File: config.mk
export PLATFORM = sky130hd
export DESIGN_NAME = decode_execute_register
export DESIGN_NICKNAME = d
export VERILOG_FILES = /design/src/rtl/decode_execute_register.sv
export SDC_FILE = /design/constraint.sdc
export NUM_CORES = 1
export LEC_CHECK = 0
export ABC_AREA = 1
export BUFFER_PORTS_ARGS = -buffer_cell sky130_fd_sc_hd__clkbuf_2
export CAP_MARGIN = 20
export CORE_MARGIN = 8
export CORE_UTILIZATION = 42
export DETAILED_ROUTE_END_ITERATION = 8
export PLACE_DENSITY = 0.85
export SLEW_MARGIN = 20
export SYNTH_ARGS = -nofsm -noshare
export SYNTH_HDL_FRONTEND = slang
export SYNTH_SLANG_ARGS = --single-unit
export TNS_END_PERCENT = 50
File: constraint.sdc
create_clock -name clk -period 1.1 [get_ports clk]
set_clock_uncertainty 0.1 [all_clocks]
set_input_delay 0.11 -clock clk [delete_from_list [all_inputs] [get_ports clk]]
set_output_delay 0.11 -clock clk [all_outputs]
set_load 0.02 [all_outputs]
File: src/rtl/decode_execute_register.sv
// Decode -> execute pipeline register.
//
// Captures the decode-stage control word and operands every cycle. A stall holds the slot and
// a flush replaces the captured instruction with a bubble. The block also owns the NZCV
// condition-flags register and evaluates the branch/predication condition of the instruction
// that currently occupies the execute slot. Because that gating happens here, RegWriteE,
// MemWriteE and BranchTakenE are final and need no further qualification downstream.
//
// Ports
//   clk, rst            rising-edge clock, asynchronous active-low reset
//   StallE, FlushE      hold the E slot / insert a bubble (flush wins over stall)
//   *D                  decode-stage control, operands, immediate and destination index
//   ALUFlagsE           NZCV produced by the ALU for the instruction in E this cycle
//   *E (copies)         registered control/data for the execute stage
//   RegWriteE/MemWriteE registered write enables qualified by ValidE and the condition
//   BranchTakenE        ValidE & BranchE & condition
//   ValidE              E slot holds a real instruction
//   FlagsE              current NZCV register, N in the MSB

module decode_execute_register #(
  parameter int unsigned WIDTH    = 32,
  parameter int unsigned REG_BITS = 4
) (
  input  logic                clk,
  input  logic                rst,
  input  logic                StallE,
  input  logic                FlushE,
  input  logic                RegWriteD,
  input  logic                MemtoRegD,
  input  logic                MemWriteD,
  input  logic                ALUSrcD,
  input  logic                BranchD,
  input  logic                FlagWriteD,
  input  logic [2:0]          ALUControlD,
  input  logic [2:0]          CondD,
  input  logic [WIDTH-1:0]    RD1D,
  input  logic [WIDTH-1:0]    RD2D,
  input  logic [WIDTH-1:0]    ExtImmD,
  input  logic [REG_BITS-1:0] RdD,
  input  logic [3:0]          ALUFlagsE,
  output logic                MemtoRegE,
  output logic                ALUSrcE,
  output logic [2:0]          ALUControlE,
  output logic [WIDTH-1:0]    RD1E,
  output logic [WIDTH-1:0]    RD2E,
  output logic [WIDTH-1:0]    ExtImmE,
  output logic [REG_BITS-1:0] RdE,
  output logic                RegWriteE,
  output logic                MemWriteE,
  output logic                BranchTakenE,
  output logic                ValidE,
  output logic [3:0]          FlagsE
);

  // Condition codes carried with every instruction.
  localparam logic [2:0] CondAl = 3'b000;
  localparam logic [2:0] CondEq = 3'b001;
  localparam logic [2:0] CondNe = 3'b010;
  localparam logic [2:0] CondGt = 3'b011;
  localparam logic [2:0] CondLt = 3'b100;

  // ---------------------------------------------------------------------------------------------
  // E-slot state
  // ---------------------------------------------------------------------------------------------
  logic                valid_q,        valid_d;
  logic                reg_write_q,    reg_write_d;
  logic                mem_to_reg_q,   mem_to_reg_d;
  logic                mem_write_q,    mem_write_d;
  logic                alu_src_q,      alu_src_d;
  logic                branch_q,       branch_d;
  logic                flag_write_q,   flag_write_d;
  logic [2:0]          alu_control_q,  alu_control_d;
  logic [2:0]          cond_q,         cond_d;
  logic [WIDTH-1:0]    rd1_q,          rd1_d;
  logic [WIDTH-1:0]    rd2_q,          rd2_d;
  logic [WIDTH-1:0]    ext_imm_q,      ext_imm_d;
  logic [REG_BITS-1:0] rd_q,           rd_d;

  // NZCV register
  logic [3:0]          flags_q,        flags_d;
  logic                flag_load;

  logic                cond_ex;
  logic                flag_n, flag_z, flag_v;

  // ---------------------------------------------------------------------------------------------
  // Slot next-state: flush > stall > capture
  // ---------------------------------------------------------------------------------------------
  always_comb begin
    valid_d       = valid_q;
    reg_write_d   = reg_write_q;
    mem_to_reg_d  = mem_to_reg_q;
    mem_write_d   = mem_write_q;
    alu_src_d     = alu_src_q;
    branch_d      = branch_q;
    flag_write_d  = flag_write_q;
    alu_control_d = alu_control_q;
    cond_d        = cond_q;
    rd1_d         = rd1_q;
    rd2_d         = rd2_q;
    ext_imm_d     = ext_imm_q;
    rd_d          = rd_q;

    if (FlushE) begin
      // Bubble clears data as well, so a flushed slot reads all-zero on every output.
      valid_d       = 1'b0;
      reg_write_d   = 1'b0;
      mem_to_reg_d  = 1'b0;
      mem_write_d   = 1'b0;
      alu_src_d     = 1'b0;
      branch_d      = 1'b0;
      flag_write_d  = 1'b0;
      alu_control_d = 3'b000;
      cond_d        = 3'b000;
      rd1_d         = '0;
      rd2_d         = '0;
      ext_imm_d     = '0;
      rd_d          = '0;
    end else if (!StallE) begin
      valid_d       = 1'b1;
      reg_write_d   = RegWriteD;
      mem_to_reg_d  = MemtoRegD;
      mem_write_d   = MemWriteD;
      alu_src_d     = ALUSrcD;
      branch_d      = BranchD;
      flag_write_d  = FlagWriteD;
      alu_control_d = ALUControlD;
      cond_d        = CondD;
      rd1_d         = RD1D;
      rd2_d         = RD2D;
      ext_imm_d     = ExtImmD;
      rd_d          = RdD;
    end
  end

  // ---------------------------------------------------------------------------------------------
  // Flags next-state
  // ---------------------------------------------------------------------------------------------
  // Uses the pre-edge slot contents. A flush only discards the incoming instruction, so the
  // instruction already in E still commits its flags; a stall keeps it in E, so it must not.
  assign flag_load = valid_q & flag_write_q & ~StallE;

  always_comb begin
    flags_d = flags_q;
    if (flag_load) begin
      flags_d = ALUFlagsE;
    end
  end

  // ---------------------------------------------------------------------------------------------
  // State registers
  // ---------------------------------------------------------------------------------------------
  always_ff @(posedge clk or negedge rst) begin
    if (!rst) begin
      valid_q       <= 1'b0;
      reg_write_q   <= 1'b0;
      mem_to_reg_q  <= 1'b0;
      mem_write_q   <= 1'b0;
      alu_src_q     <= 1'b0;
      branch_q      <= 1'b0;
      flag_write_q  <= 1'b0;
      alu_control_q <= 3'b000;
      cond_q        <= 3'b000;
      rd1_q         <= '0;
      rd2_q         <= '0;
      ext_imm_q     <= '0;
      rd_q          <= '0;
      flags_q       <= 4'b0000;
    end else begin
      valid_q       <= valid_d;
      reg_write_q   <= reg_write_d;
      mem_to_reg_q  <= mem_to_reg_d;
      mem_write_q   <= mem_write_d;
      alu_src_q     <= alu_src_d;
      branch_q      <= branch_d;
      flag_write_q  <= flag_write_d;
      alu_control_q <= alu_control_d;
      cond_q        <= cond_d;
      rd1_q         <= rd1_d;
      rd2_q         <= rd2_d;
      ext_imm_q     <= ext_imm_d;
      rd_q          <= rd_d;
      flags_q       <= flags_d;
    end
  end

  // ---------------------------------------------------------------------------------------------
  // Condition evaluation
  // ---------------------------------------------------------------------------------------------
  // Only the committed flags register is consulted: flags from the previous instruction are
  // already loaded at the edge that brings this one into E, so sub -> beq needs no stall.
  assign flag_n = flags_q[3];
  assign flag_z = flags_q[2];
  assign flag_v = flags_q[0];

  always_comb begin
    cond_ex = 1'b0;
    case (cond_q)
      CondAl:  cond_ex = 1'b1;
      CondEq:  cond_ex = flag_z;
      CondNe:  cond_ex = ~flag_z;
      CondGt:  cond_ex = ~flag_z & (flag_n == flag_v);
      CondLt:  cond_ex = flag_n ^ flag_v;
      default: cond_ex = 1'b0; // reserved codes never execute
    endcase
  end

  // ---------------------------------------------------------------------------------------------
  // Outputs (from registers only)
  // ---------------------------------------------------------------------------------------------
  assign MemtoRegE    = mem_to_reg_q;
  assign ALUSrcE      = alu_src_q;
  assign ALUControlE  = alu_control_q;
  assign RD1E         = rd1_q;
  assign RD2E         = rd2_q;
  assign ExtImmE      = ext_imm_q;
  assign RdE          = rd_q;
  assign RegWriteE    = reg_write_q & valid_q & cond_ex;
  assign MemWriteE    = mem_write_q & valid_q & cond_ex;
  assign BranchTakenE = branch_q & valid_q & cond_ex;
  assign ValidE       = valid_q;
  assign FlagsE       = flags_q;

endmodule

==> reports/metrics.cfg <==
[timing]
period_needed_ps=1691
period_share_pct=153.8
hold_viol=0
setup_violations=116
setup_ws_ps=-591.3
relSlewSlack_pct=73.88
setup_tns_ps=-9709
rsz0062_at_grt=true
max_slew.worst_pin.slew_ps=391.9
slew_viol_final=0
fmax_ghz=0.5913

[yosys]
synth_cells=530
yosys.cell_types.count=14
async_reset_ff_share_pct=100.0
yosysTopAreaCell=dfrtp_1
syn_avg_cell_area_um2=9.167
ys_ff_latch=117
syn-cell-area_mm2=0.004858
synth_nets=650
ys.flop_type=dfrtp_1
synth_top_area_share_pct=60.26
synthTopCellsByCount=224 x nand3_1, 119 x nand2_1, 117 x dfrtp_1
ys_warn_count=0
seq_area_frac_synth_pct=60.26
yosys-top-cells-area=dfrtp_1 60%, nand3_1 23%, nand2_1 9.2%
synth_most_common_cell=nand3_1
synth-edff-count=0

[setup_path]
reg2regPathDepth=3
crit_arrival_ps=1480
crit_required_ps=890
r2r_start=ValidE
startpoint_type=flip-flop
r2r_slack_ps=-90
critPathKind=reg2out
cp-startpoint=FlagsE[3]
cp_max_fo=3
r2r_end=FlagsE[2]
cp-end-kind=primary output

[pwr]
p_total_mw=13.99
p_per_area_mw_per_mm2=1565
leakage_nw=4.829
power.ir.vdd_worst_mv=1.311

[global_routing]
grtUsageTotal_pct=24.83
busiest_layer=met2
met3_usage_pct=8.721
grt_start_max_net_pins=85
grt_remaining_overflow=0
grt_pass1_vias=5739
met1_usage_pct=27.06
met2_usage_pct=41.91
grt_pass1_wl_mm=29.46
antenna_found_initial=5

[clock_network]
cts_tree=done
clock_latency_ps=410
clock-sinks=117
h-tree-depth=4
clkTransAtPathRegs_ps=60
cts_buffers=17
cts_root_buf=clkbuf_16
cts.path.max_buffers=2

[finish]
nets=1023
multi_input_area_mm2=0.001749
design_area_mm2=0.008937
syn2layout_area_growth_pct=83.96
final_cell_count_no_fill=1063
drive_above_1_share_pct=37.01
register_area_mm2=0.002933
fillers=657

[route]
vias=5740
firstDrtPassIters=7
wire_per_inst_um=19.29
via_per_inst=5.400
drt_wl_total_mm=20.50
drc=0
drt_iter0_markers=479
ant_nets=0

[placed_design]
dp.cells=880
place_area_mm2=0.006321
place_ws_ps=-220.1
numPortBuffers=232
place_hpwl_mm=10.84
place.gp.congestion=0.7281

[outcome]
violations=setup timing
outcome=finished, violations left

[floorplan]
start_util_pct=42.73
dieArea_mm2=0.01526
rows=39
chipHeight_um=123.6
ios=233
core_mm2=0.01137
fp.dieW_um=123.6

[job]
maxCapViolCount=0

[min_path]
hold_path.class=in2async

-- layout by cell type (no fill, tap or decap), drive strengths merged --
master and n:
mux2 2, buf 140, nand3 225, a21oi 6, dlygate4sd3 118, nor2 5
bufinv 7, diode 4, dfrtp 117, o21ai 2, nand2 119, inv 4
clkinv 5, clkbuf 163, clkinvlp 3
-- report_power, final --
| group | switching (mW) | internal, mW | total (mW) |
|---|---|---|---|
| clock | 2.01 | 4.59 | 6.60 |
| combinational | 1.32 | 1.27 | 2.59 |
| sequential | 0.214 | 4.59 | 4.80 |
-- flip-flops by register name, indices dropped and copies added, names as in the netlist --
register and count:
flag_write_q 1, MemtoRegE 1, ALUSrcE 1, cond_q 3, ExtImmE 32, ALUControlE 3
branch_q 1, reg_write_q 1, RD2E 32, RD1E 32, ValidE 1, RdE 4
FlagsE 4, mem_write_q 1
-- per-layer routing --
metal / part of all wire (%) / routed length [µm]
met1: 35 / 7250
met2: 51 / 10360
met3: 9.4 / 1928
met4: 4.7 / 957
met5: 0.039 / 8
-- worst max path at each step --
stage                         to  slack (ps)  depth (start not counted)
global placement    BranchTakenE        -170                          6
finish                 MemWriteE        -590                          6
global route           MemWriteE        -640                          6
CTS                    MemWriteE        -640                          6
detailed placement     MemWriteE        -220                          6
floorplan           BranchTakenE        -100                          5
-- kinds of logic after synthesis --
logic type             synth area share, %
AO/OA/AOI/OAI                       0.8241
flip-flops                           60.26
AND/OR/NAND/NOR                      32.86
buffers and inverters                5.588
multiplexers                        0.4635
-- metrics by stage --
stage / hold slack (ps) / util [%]
final: 75.82 / 78.61
after global routing: 90.99 / 78.61
after CTS: 25.78 / 75.24
after detailed placement: -78.24 / 55.60
after global placement: -80.39 / 55.60
after floorplan: -285.6 / -
-- cell type report --
cell class	instances	area share, %
Timing Repair Buffer	402	37.30
Sequential cell	117	32.82
Multi-Input combinational cell	359	19.57
Clock buffer	19	5.068
Clock inverter	13	2.814
Tap cell	143	2.002
Inverter	6	0.3220
Antenna cell	4	0.1120
-- critical path, cell delays in order, from the launching register on --
cell	delay, ps
dfrtp_2	430
nand2_2	100
nand3_2	70
nand2_2	80
nand2_4	80
a21oi_4	180
buf_8	130
-- timing repair --
item	CTS	global route
buffers inserted	15	14
hold buffers	118	1
hold endpoints to repair	234	1
cloned	0	1
gates resized for setup	54	165
endpoints found under the setup margin	115	225
pin swaps	7	4
Power figures use the tool's default switching activity.
